<file path="src/rtl/imm_pkg.sv">
// Shared definitions for the decode-stage immediate controller: immediate
// generator select codes, RV64 major opcodes and the skid-buffer state enum.
package imm_pkg;

    // Immediate generator select; the value 7 is never produced.
    localparam logic [2:0] IMM_ZERO = 3'd0;
    localparam logic [2:0] IMM_I    = 3'd1;
    localparam logic [2:0] IMM_S    = 3'd2;
    localparam logic [2:0] IMM_B    = 3'd3;
    localparam logic [2:0] IMM_U    = 3'd4;
    localparam logic [2:0] IMM_J    = 3'd5;
    localparam logic [2:0] IMM_CSR  = 3'd6;

    // RV64 major opcodes (inst[6:0]).
    localparam logic [6:0] OPC_LOAD      = 7'b0000011;
    localparam logic [6:0] OPC_OP_IMM    = 7'b0010011;
    localparam logic [6:0] OPC_OP_IMM_32 = 7'b0011011;
    localparam logic [6:0] OPC_JALR      = 7'b1100111;
    localparam logic [6:0] OPC_STORE     = 7'b0100011;
    localparam logic [6:0] OPC_BRANCH    = 7'b1100011;
    localparam logic [6:0] OPC_LUI       = 7'b0110111;
    localparam logic [6:0] OPC_AUIPC     = 7'b0010111;
    localparam logic [6:0] OPC_JAL       = 7'b1101111;
    localparam logic [6:0] OPC_OP        = 7'b0110011;
    localparam logic [6:0] OPC_OP_32     = 7'b0111011;
    localparam logic [6:0] OPC_SYSTEM    = 7'b1110011;

    // Occupancy of the HEAD/SKID pair.
    typedef enum logic [1:0] {
        ST_EMPTY = 2'd0,
        ST_ONE   = 2'd1,
        ST_TWO   = 2'd2
    } state_t;

endpackage

</file>
<file path="src/rtl/imm_op_decode.sv">
// Combinational opcode classifier: maps opcode/funct3 to the immediate
// generator select and flags encodings the decode stage cannot handle.
module imm_op_decode
    import imm_pkg::*;
(
    input  logic [6:0] i_opcode,
    input  logic [2:0] i_funct3,
    output logic [2:0] o_immgen_op,
    output logic       o_illegal
);

    // Classify the opcode; anything unlisted (including 16-bit forms) is illegal.
    always_comb begin
        o_immgen_op = IMM_ZERO;
        o_illegal   = 1'b0;
        if (i_opcode[1:0] != 2'b11) begin
            o_illegal = 1'b1;
        end else begin
            case (i_opcode)
                OPC_LOAD, OPC_OP_IMM, OPC_OP_IMM_32, OPC_JALR: o_immgen_op = IMM_I;
                OPC_STORE:                                    o_immgen_op = IMM_S;
                OPC_BRANCH:                                   o_immgen_op = IMM_B;
                OPC_LUI, OPC_AUIPC:                           o_immgen_op = IMM_U;
                OPC_JAL:                                      o_immgen_op = IMM_J;
                OPC_OP, OPC_OP_32:                            o_immgen_op = IMM_ZERO;
                OPC_SYSTEM: begin
                    case (i_funct3)
                        3'b000:                 o_immgen_op = IMM_ZERO;
                        3'b001, 3'b010, 3'b011: o_immgen_op = IMM_I;
                        3'b101, 3'b110, 3'b111: o_immgen_op = IMM_CSR;
                        default:                o_illegal   = 1'b1;
                    endcase
                end
                default: o_illegal = 1'b1;
            endcase
        end
    end

endmodule

</file>
<file path="src/rtl/imm_decode_ctrl.sv">
// Decode-stage controller: two-entry skid buffer (HEAD/SKID) in front of the
// immediate generator. Classification happens at push time so the outputs
// come straight from registers; in_ready depends only on the state register.
module imm_decode_ctrl
    import imm_pkg::*;
#(
    parameter int XLEN = 64,
    parameter int ILEN = 32
) (
    input  logic            clk,
    input  logic            rst,
    input  logic            flush,
    input  logic            in_valid,
    output logic            in_ready,
    input  logic [ILEN-1:0] in_inst,
    input  logic [XLEN-1:0] in_pc,
    output logic            out_valid,
    input  logic            out_ready,
    output logic [ILEN-1:0] out_inst,
    output logic [XLEN-1:0] out_pc,
    output logic [2:0]      out_immgen_op,
    output logic            out_illegal,
    output logic [31:0]     stall_cnt
);

    state_t          r_state;
    state_t          w_state_next;

    logic [ILEN-1:0] r_head_inst, r_skid_inst;
    logic [XLEN-1:0] r_head_pc,   r_skid_pc;
    logic [2:0]      r_head_op,   r_skid_op;
    logic            r_head_ill,  r_skid_ill;
    logic [31:0]     r_stall_cnt;

    logic [2:0]      w_dec_op;
    logic            w_dec_ill;
    logic            w_push, w_pop;
    logic            w_head_from_in, w_head_from_skid, w_skid_from_in;

    imm_op_decode u_dec (
        .i_opcode    (in_inst[6:0]),
        .i_funct3    (in_inst[14:12]),
        .o_immgen_op (w_dec_op),
        .o_illegal   (w_dec_ill)
    );

    assign in_ready  = !rst && (r_state != ST_TWO);
    assign out_valid = (r_state != ST_EMPTY);
    assign w_push    = in_valid && in_ready && !flush;
    assign w_pop     = out_valid && out_ready;

    // Next-state and data-move selection; flush overrides push and pop.
    always_comb begin
        w_state_next     = r_state;
        w_head_from_in   = 1'b0;
        w_head_from_skid = 1'b0;
        w_skid_from_in   = 1'b0;
        if (flush) begin
            w_state_next = ST_EMPTY;
        end else begin
            case (r_state)
                ST_EMPTY: begin
                    if (w_push) begin
                        w_state_next   = ST_ONE;
                        w_head_from_in = 1'b1;
                    end
                end
                ST_ONE: begin
                    if (w_push && w_pop) begin
                        w_head_from_in = 1'b1;
                    end else if (w_push) begin
                        w_state_next   = ST_TWO;
                        w_skid_from_in = 1'b1;
                    end else if (w_pop) begin
                        w_state_next   = ST_EMPTY;
                    end
                end
                ST_TWO: begin
                    if (w_pop) begin
                        w_state_next     = ST_ONE;
                        w_head_from_skid = 1'b1;
                    end
                end
                default: w_state_next = ST_EMPTY;
            endcase
        end
    end

    // State register.
    always_ff @(posedge clk or posedge rst) begin
        if (rst) r_state <= ST_EMPTY;
        else     r_state <= w_state_next;
    end

    // HEAD/SKID entry storage; contents survive a flush, only validity drops.
    always_ff @(posedge clk or posedge rst) begin
        if (rst) begin
            r_head_inst <= '0;
            r_head_pc   <= '0;
            r_head_op   <= IMM_ZERO;
            r_head_ill  <= 1'b0;
            r_skid_inst <= '0;
            r_skid_pc   <= '0;
            r_skid_op   <= IMM_ZERO;
            r_skid_ill  <= 1'b0;
        end else begin
            if (w_head_from_in) begin
                r_head_inst <= in_inst;
                r_head_pc   <= in_pc;
                r_head_op   <= w_dec_op;
                r_head_ill  <= w_dec_ill;
            end else if (w_head_from_skid) begin
                r_head_inst <= r_skid_inst;
                r_head_pc   <= r_skid_pc;
                r_head_op   <= r_skid_op;
                r_head_ill  <= r_skid_ill;
            end
            if (w_skid_from_in) begin
                r_skid_inst <= in_inst;
                r_skid_pc   <= in_pc;
                r_skid_op   <= w_dec_op;
                r_skid_ill  <= w_dec_ill;
            end
        end
    end

    // Saturating count of cycles where the head waits on the ID datapath.
    always_ff @(posedge clk or posedge rst) begin
        if (rst) begin
            r_stall_cnt <= '0;
        end else if (out_valid && !out_ready && (r_stall_cnt != 32'hFFFF_FFFF)) begin
            r_stall_cnt <= r_stall_cnt + 32'd1;
        end
    end

    assign out_inst      = r_head_inst;
    assign out_pc        = r_head_pc;
    assign out_immgen_op = r_head_op;
    assign out_illegal   = r_head_ill;
    assign stall_cnt     = r_stall_cnt;

endmodule
</file>
<file path="config.mk">
export PLATFORM = sky130hd
export DESIGN_NAME = imm_decode_ctrl
export DESIGN_NICKNAME = d
export VERILOG_FILES = /design/src/rtl/imm_pkg.sv /design/src/rtl/imm_op_decode.sv /design/src/rtl/imm_decode_ctrl.sv
export SDC_FILE = /design/constraint.sdc
export NUM_CORES = 1
export LEC_CHECK = 0
export BUFFER_PORTS_ARGS = -buffer_cell sky130_fd_sc_hd__buf_2
export CORE_MARGIN = 10
export CORE_UTILIZATION = 48
export CTS_CLUSTER_SIZE = 10
export DETAILED_ROUTE_END_ITERATION = 16
export MAX_ROUTING_LAYER = met4
export PLACE_DENSITY_LB_ADDON = 0.12
export SYNTH_ARGS = -nofsm -noshare
export SYNTH_HDL_FRONTEND = slang
export SYNTH_HIERARCHICAL = 1
export SYNTH_SLANG_ARGS = --single-unit
</file>
<file path="constraint.sdc">
create_clock -name clk -period 7.8 [get_ports clk]
set_clock_uncertainty 0.05 [all_clocks]
set_input_delay 0.78 -clock clk [delete_from_list [all_inputs] [get_ports clk]]
set_output_delay 0.78 -clock clk [all_outputs]
set_load 0.01 [all_outputs]
</file>
# Word level (Yosys, flattened, before mapping)
# Index checks and enable logic that the tools add are counted.
[classes]
add_sub_neg = 1
n_eq_ne = 27
mux = 31
reduce_logical = 21
[ops]
columns = ["cell", "count"]
rows = [
  ["64-bit two-way mux", 2],
  ["32-bit two-way mux", 2],
  ["32-bit by 1-bit adder with 32-bit output (second input constant)", 1],
  ["32-bit != test (second input constant)", 1],
  ["7-bit by 6-bit == test with 1-bit output (second input constant)", 4],
  ["7-bit == test (second input constant)", 4],
  ["7-bit by 5-bit == test with 1-bit output (second input constant)", 3],
  ["3-bit one-hot mux with 6 select lines", 1],
  ["1-bit two-way mux", 13],
  ["2-bit two-way mux", 6],
  ["11-bit OR reduction", 1],
  ["3-bit == test (second input constant)", 3],
  ["3-bit two-way mux", 3],
  ["3-bit != test (second input constant)", 3],
  ["7-bit by 2-bit == test with 1-bit output (second input constant)", 1],
  ["1-bit logical AND", 7],
  ["7-bit OR reduction", 1],
  ["3-bit by 2-bit == test with 1-bit output (second input constant)", 2],
  ["2-bit one-hot mux with 3 select lines", 1],
  ["3-bit one-hot mux with 2 select lines", 1],
  ["3-bit OR reduction", 2],
  ["2-bit != test (second input constant)", 2],
  ["4-bit != test (second input constant)", 1],
  ["1-bit one-hot mux with 2 select lines", 2],
  ["other kinds (10)", 13],
]
[word_totals]
reg_bits = 234
out_inout_bits = 134

# Longest topological paths before layout
[logic_depth]
ltp_word = 9
depth_mapped = 7
depth_no_buf = 6

# Cells and area by module
# The synthesis kept the hierarchy.
[modules_own_cells]
columns = ["module", "instances", "cells_per_inst", "area_per_inst_um2", "seq_area_each_um2"]
rows = [
  ["imm_decode_ctrl", 1, 808, 9480.3, 5855.6],
  ["imm_op_decode", 1, 23, 172.7, 0.0],
]

# Worst setup path after synthesis
# OpenSTA, ideal clock, no wires.
[synth_timing]
path_type = "input to register"
startpoint = "input port rst"
endpoint = "register r_skid_ill"
arrival_time_ns = 2.039
required_time_ns = 7.625
setup_slack_ns = 5.586
path_stages = 6
cell_sequence = "nand2b_1 -> nor3_1 -> nand2_1 -> clkbuf_1 -> clkbuf_1 -> mux2_2"
[synth_via]
elab_chain_len = 8
elab_cells_between_ends = 9
[synth_lines]
columns = ["item", "line_no", "source"]
rows = [
  ["start, declared", "imm_decode_ctrl.sv:11", "input logic rst,"],
  ["1-bit zero test (no source line) *", "-", ""],
  ["1-bit logical AND *", "imm_decode_ctrl.sv:47", "assign in_ready = !rst && (r_state != ST_TWO);"],
  ["1-bit logical AND * (2 in a row)", "imm_decode_ctrl.sv:49", "assign w_push = in_valid && in_ready && !flush;"],
  ["1-bit two-way mux / 1-bit logical AND (equally long branches)", "imm_decode_ctrl.sv:71, imm_decode_ctrl.sv:69", ""],
  ["1-bit two-way mux *", "imm_decode_ctrl.sv:69", "if (w_push && w_pop) begin"],
  ["1-bit two-way mux *", "imm_decode_ctrl.sv:61", "case (r_state)"],
  ["1-bit two-way mux *", "imm_decode_ctrl.sv:58", "if (flush) begin"],
  ["end signal, assigned", "imm_decode_ctrl.sv:122", "r_skid_ill <= w_dec_ill;"],
  ["end, declared", "imm_decode_ctrl.sv:32", "logic r_head_ill, r_skid_ill;"],
]
# Mark *: on every way between the ends. The rest lies on a longest branch, timed or not.
# A chain may end at the register's enable or synchronous reset.

# Worst setup path in the final report
[layout_timing]
startpoint = "register r_state[0]"
endpoint = "register r_head_inst[23] (netlist: out_inst[23])"
[layout_via]
elab_chain_len = 9
elab_cells_between_ends = 19
[layout_lines]
columns = ["item", "line_no", "source"]
rows = [
  ["start, declared", "imm_decode_ctrl.sv:26", "state_t r_state;"],
  ["start signal, assigned", "imm_decode_ctrl.sv:92", "else r_state <= w_state_next;"],
  ["2-bit != test", "imm_decode_ctrl.sv:47", ""],
  ["1-bit logical AND", "imm_decode_ctrl.sv:47", ""],
  ["1-bit logical AND (2 in a row)", "imm_decode_ctrl.sv:49", ""],
  ["1-bit logical AND", "imm_decode_ctrl.sv:69", ""],
  ["1-bit two-way mux", "imm_decode_ctrl.sv:69", ""],
  ["1-bit one-hot mux with 2 select lines", "imm_decode_ctrl.sv:61", ""],
  ["1-bit two-way mux", "imm_decode_ctrl.sv:58", ""],
  ["32-bit two-way mux / 2-bit nonzero test (equally long branches)", "-", ""],
  ["end signal, assigned", "imm_decode_ctrl.sv:108", "r_head_inst <= in_inst;"],
  ["end signal, assigned", "imm_decode_ctrl.sv:113", "r_head_inst <= r_skid_inst;"],
  ["end, declared", "imm_decode_ctrl.sv:29", "logic [ILEN-1:0] r_head_inst, r_skid_inst;"],
]
# Several ways; a longest one is shown, not always the timed one.

==> impl_metrics.ini <==
[clock_tree]
clk_pin_slew_worst_paths_ns = 0.05
cts_setup_buffers = 0
cts_buffer_depth = 3
numCtsBuffers = 28
h-tree-depth = 1
cts_tree = done
hold_buffers = 0
cts_num_sinks = 234
cts_resized = 0
worstSkewPairLatency_ns = 0.52
cts-root-buf = clkbuf_16

[pwr]
power.internal_uw = 2320
power_switching_uw = 836
vdd_drop_max_mv = 0.176
power_frac_comb = 0.151
p_per_area_nw_per_um2 = 266
p_sw_frac = 0.265
p_leak_uw = 0.00621
finalPower_uw = 3160
sequentialPowerShare = 0.490
clock_power_share = 0.359

[yosys]
yosysWarnings = 6
synth_top_cell_by_area = dfrtp_1
synth_commonest_cells = dfrtp_1, nand2_1, mux2_2
ys_seq_area_frac = 0.607
synth_seq_cells = 234
synth_fa_ha_area_frac = 0.00130
synth_edf_count = 0
synth_area_um2 = 9650
synthXorXnorAreaFrac = 0.0272
syn_area_per_cell_um2 = 11.6
synth_ff_type = dfrtp_1
syn_inst = 831
synth.most_common_cell = dfrtp_1
synth_nets = 933
async_flop_share = 1.00
synthSimpleGateAreaFrac = 0.129
synth_top_area_frac = 0.607
ys_types = 46
yosys-top-cells-area = dfrtp_1, mux2_2, nand2_1
synth_top_family_by_area = simple AND/OR/NAND/NOR gates
synth-compound-area-share = 0.0964
muxShareOfSynthArea = 0.119

[drt]
first_iter_violations = 416
dr.pass1.iters = 4
drt-vias-per-instance = 5.33
finalWirelength_mm = 24.5
drc = 0
wl_per_cell_um = 18.4
num_vias = 7098
antenna_left = 0

[sta]
fin_crit_ns = 3.13
setup_viol = 0
relSlewSlack = 0.253
worst_slew_pin_slew_ns = 1.12
rsz0062_at_grt = no
timing.setup.tns_ns = 0
max_freq_mhz = 319
drv_slew = 0
hold_viol_final = 0
fin_crit_sh = 0.402
holdWs_ns = 0.332

[grt]
antenna_found_initial = 2
grt_use_total = 0.186
grt_pass1_wl_mm = 39.5
grt_max_degree = 92
grt_pass1_vias = 7301
grt-ovfl-total = 0

[finish]
layout-drive-gt1-share = 0.367
fillers = 1667
nets = 1160
post-route-cell-area_um2 = 11900
fin_util = 0.604
syn_to_final_growth_pct = 22.9

[worst_setup_path]
startpoint_type = register
cp_data_arrival_time_ns = 3.54
crit_path_start = r_state[0]
required_ns = 8.21
crit_type = register to register
worstPathMaxFanout = 55
crit_path_end_kind = register
r2r_slack_ns = 4.67
r2r_start = r_state[0]

[place]
gp_routability_congestion = 0.762
dpl_cell_area_um2 = 11100
hpwl_mm = 16.2
port_buffers = 234

[die]
start_util = 0.491
die_width_um = 162
num_io_pins = 235
die_area_um2 = 26200
core_area_um2 = 19700
row_count = 51
die_h_um = 162

[run_status]
status = completed

[job]
cap_violations = 0

[worst_hold_path]
hold_class = input port to async pin
-- sequential cells by signal, indices dropped and copies added (netlist names) --
signal / cells
r_skid_ill: 1
r_state: 2
out_illegal: 1
r_skid_pc: 64
out_immgen_op: 3
out_inst: 32
stall_cnt: 32
r_skid_inst: 32
r_skid_op: 3
out_pc: 64
-- final timing paths --
check                              endpoint  cells after the start
min in group clk           out_immgen_op[2]                      2
max                            out_inst[23]                      7
min reg2reg                out_immgen_op[2]                      2
max reg2reg                    out_inst[23]                      7
max in group asynchronous      stall_cnt[9]                      3
min                              r_state[1]                      2
-- final cells by class --
class / instances / area (um2) / area share
diodes: 2 / 5.00 / 0.000422
clock buffers: 35 / 768 / 0.0647
clock inverters: 1 / 8.76 / 0.000738
inverters: 6 / 30.0 / 0.00253
multi-input cells: 545 / 3630 / 0.306
flip-flops and latches: 234 / 5860 / 0.493
well taps: 265 / 332 / 0.0279
repair buffers: 243 / 1240 / 0.104
-- routing by layer --
metal  part of all wire  GRT usage  routed length [um]
met1               0.45      0.244               11100
met2               0.46      0.286               11300
met3              0.070     0.0493                1710
met4              0.016     0.0389                 380
met5                  0          -                   0
-- power by group through the flow --
stage,Sequential (uW),Clock (uW),Combinational (uW)
after floorplan,1590,0,222
after global placement,1560,0,477
after detailed placement,1560,0,489
after CTS,1550,1170,489
after global routing,1570,1210,534
final,1550,1130,477
-- cell usage in the layout (no fill, tap or decap), types with 3 or more instances in the layout --
cell type | Yosys | routed
clkbuf_16 | 0 | 29
a22oi_1 | 100 | 100
a21oi_1 | 3 | 3
clkbuf_1 | 46 | 4
nor3_1 | 6 | 6
a31oi_1 | 3 | 3
nor2_1 | 16 | 15
nor4_1 | 4 | 3
inv_1 | 6 | 5
mux2_2 | 101 | 101
xor2_1 | 12 | 12
buf_2 | 0 | 234
dfrtp_1 | 234 | 234
nand2_1 | 214 | 213
buf_4 | 0 | 9
xnor2_1 | 18 | 18
a211oi_1 | 3 | 3
nand3_1 | 11 | 11
nor2b_1 | 4 | 4
and3_1 | 4 | 4
nand4_1 | 14 | 14
-- logic make-up after synthesis --
kind of cell	count (synthesis)
muxes	102
buffers and inverters	52
and+or+nand+nor	289
adders and majority gates	1
DFF	234
xor gates and xnor gates	30
AOI/OAI and AO/OA	123
-- worst max-delay path: stages, from the launching register on --
cell,delay (ns)
dfrtp_1,0.41
nor2b_1,0.34
nor4_2,0.09
buf_4,0.30
nor2_4,0.93
buf_4,0.68
nand2_1,0.14
nand2_1,0.09
-- metrics by stage --
step,std cells,setup slack (ns)
after floorplan,831,0.552
after global placement,1293,4.24
after detailed placement,1293,4.14
after CTS,1329,4.62
after global routing,1331,4.37
final,1331,4.67
Note: power is estimated with default switching activity, not from simulation.
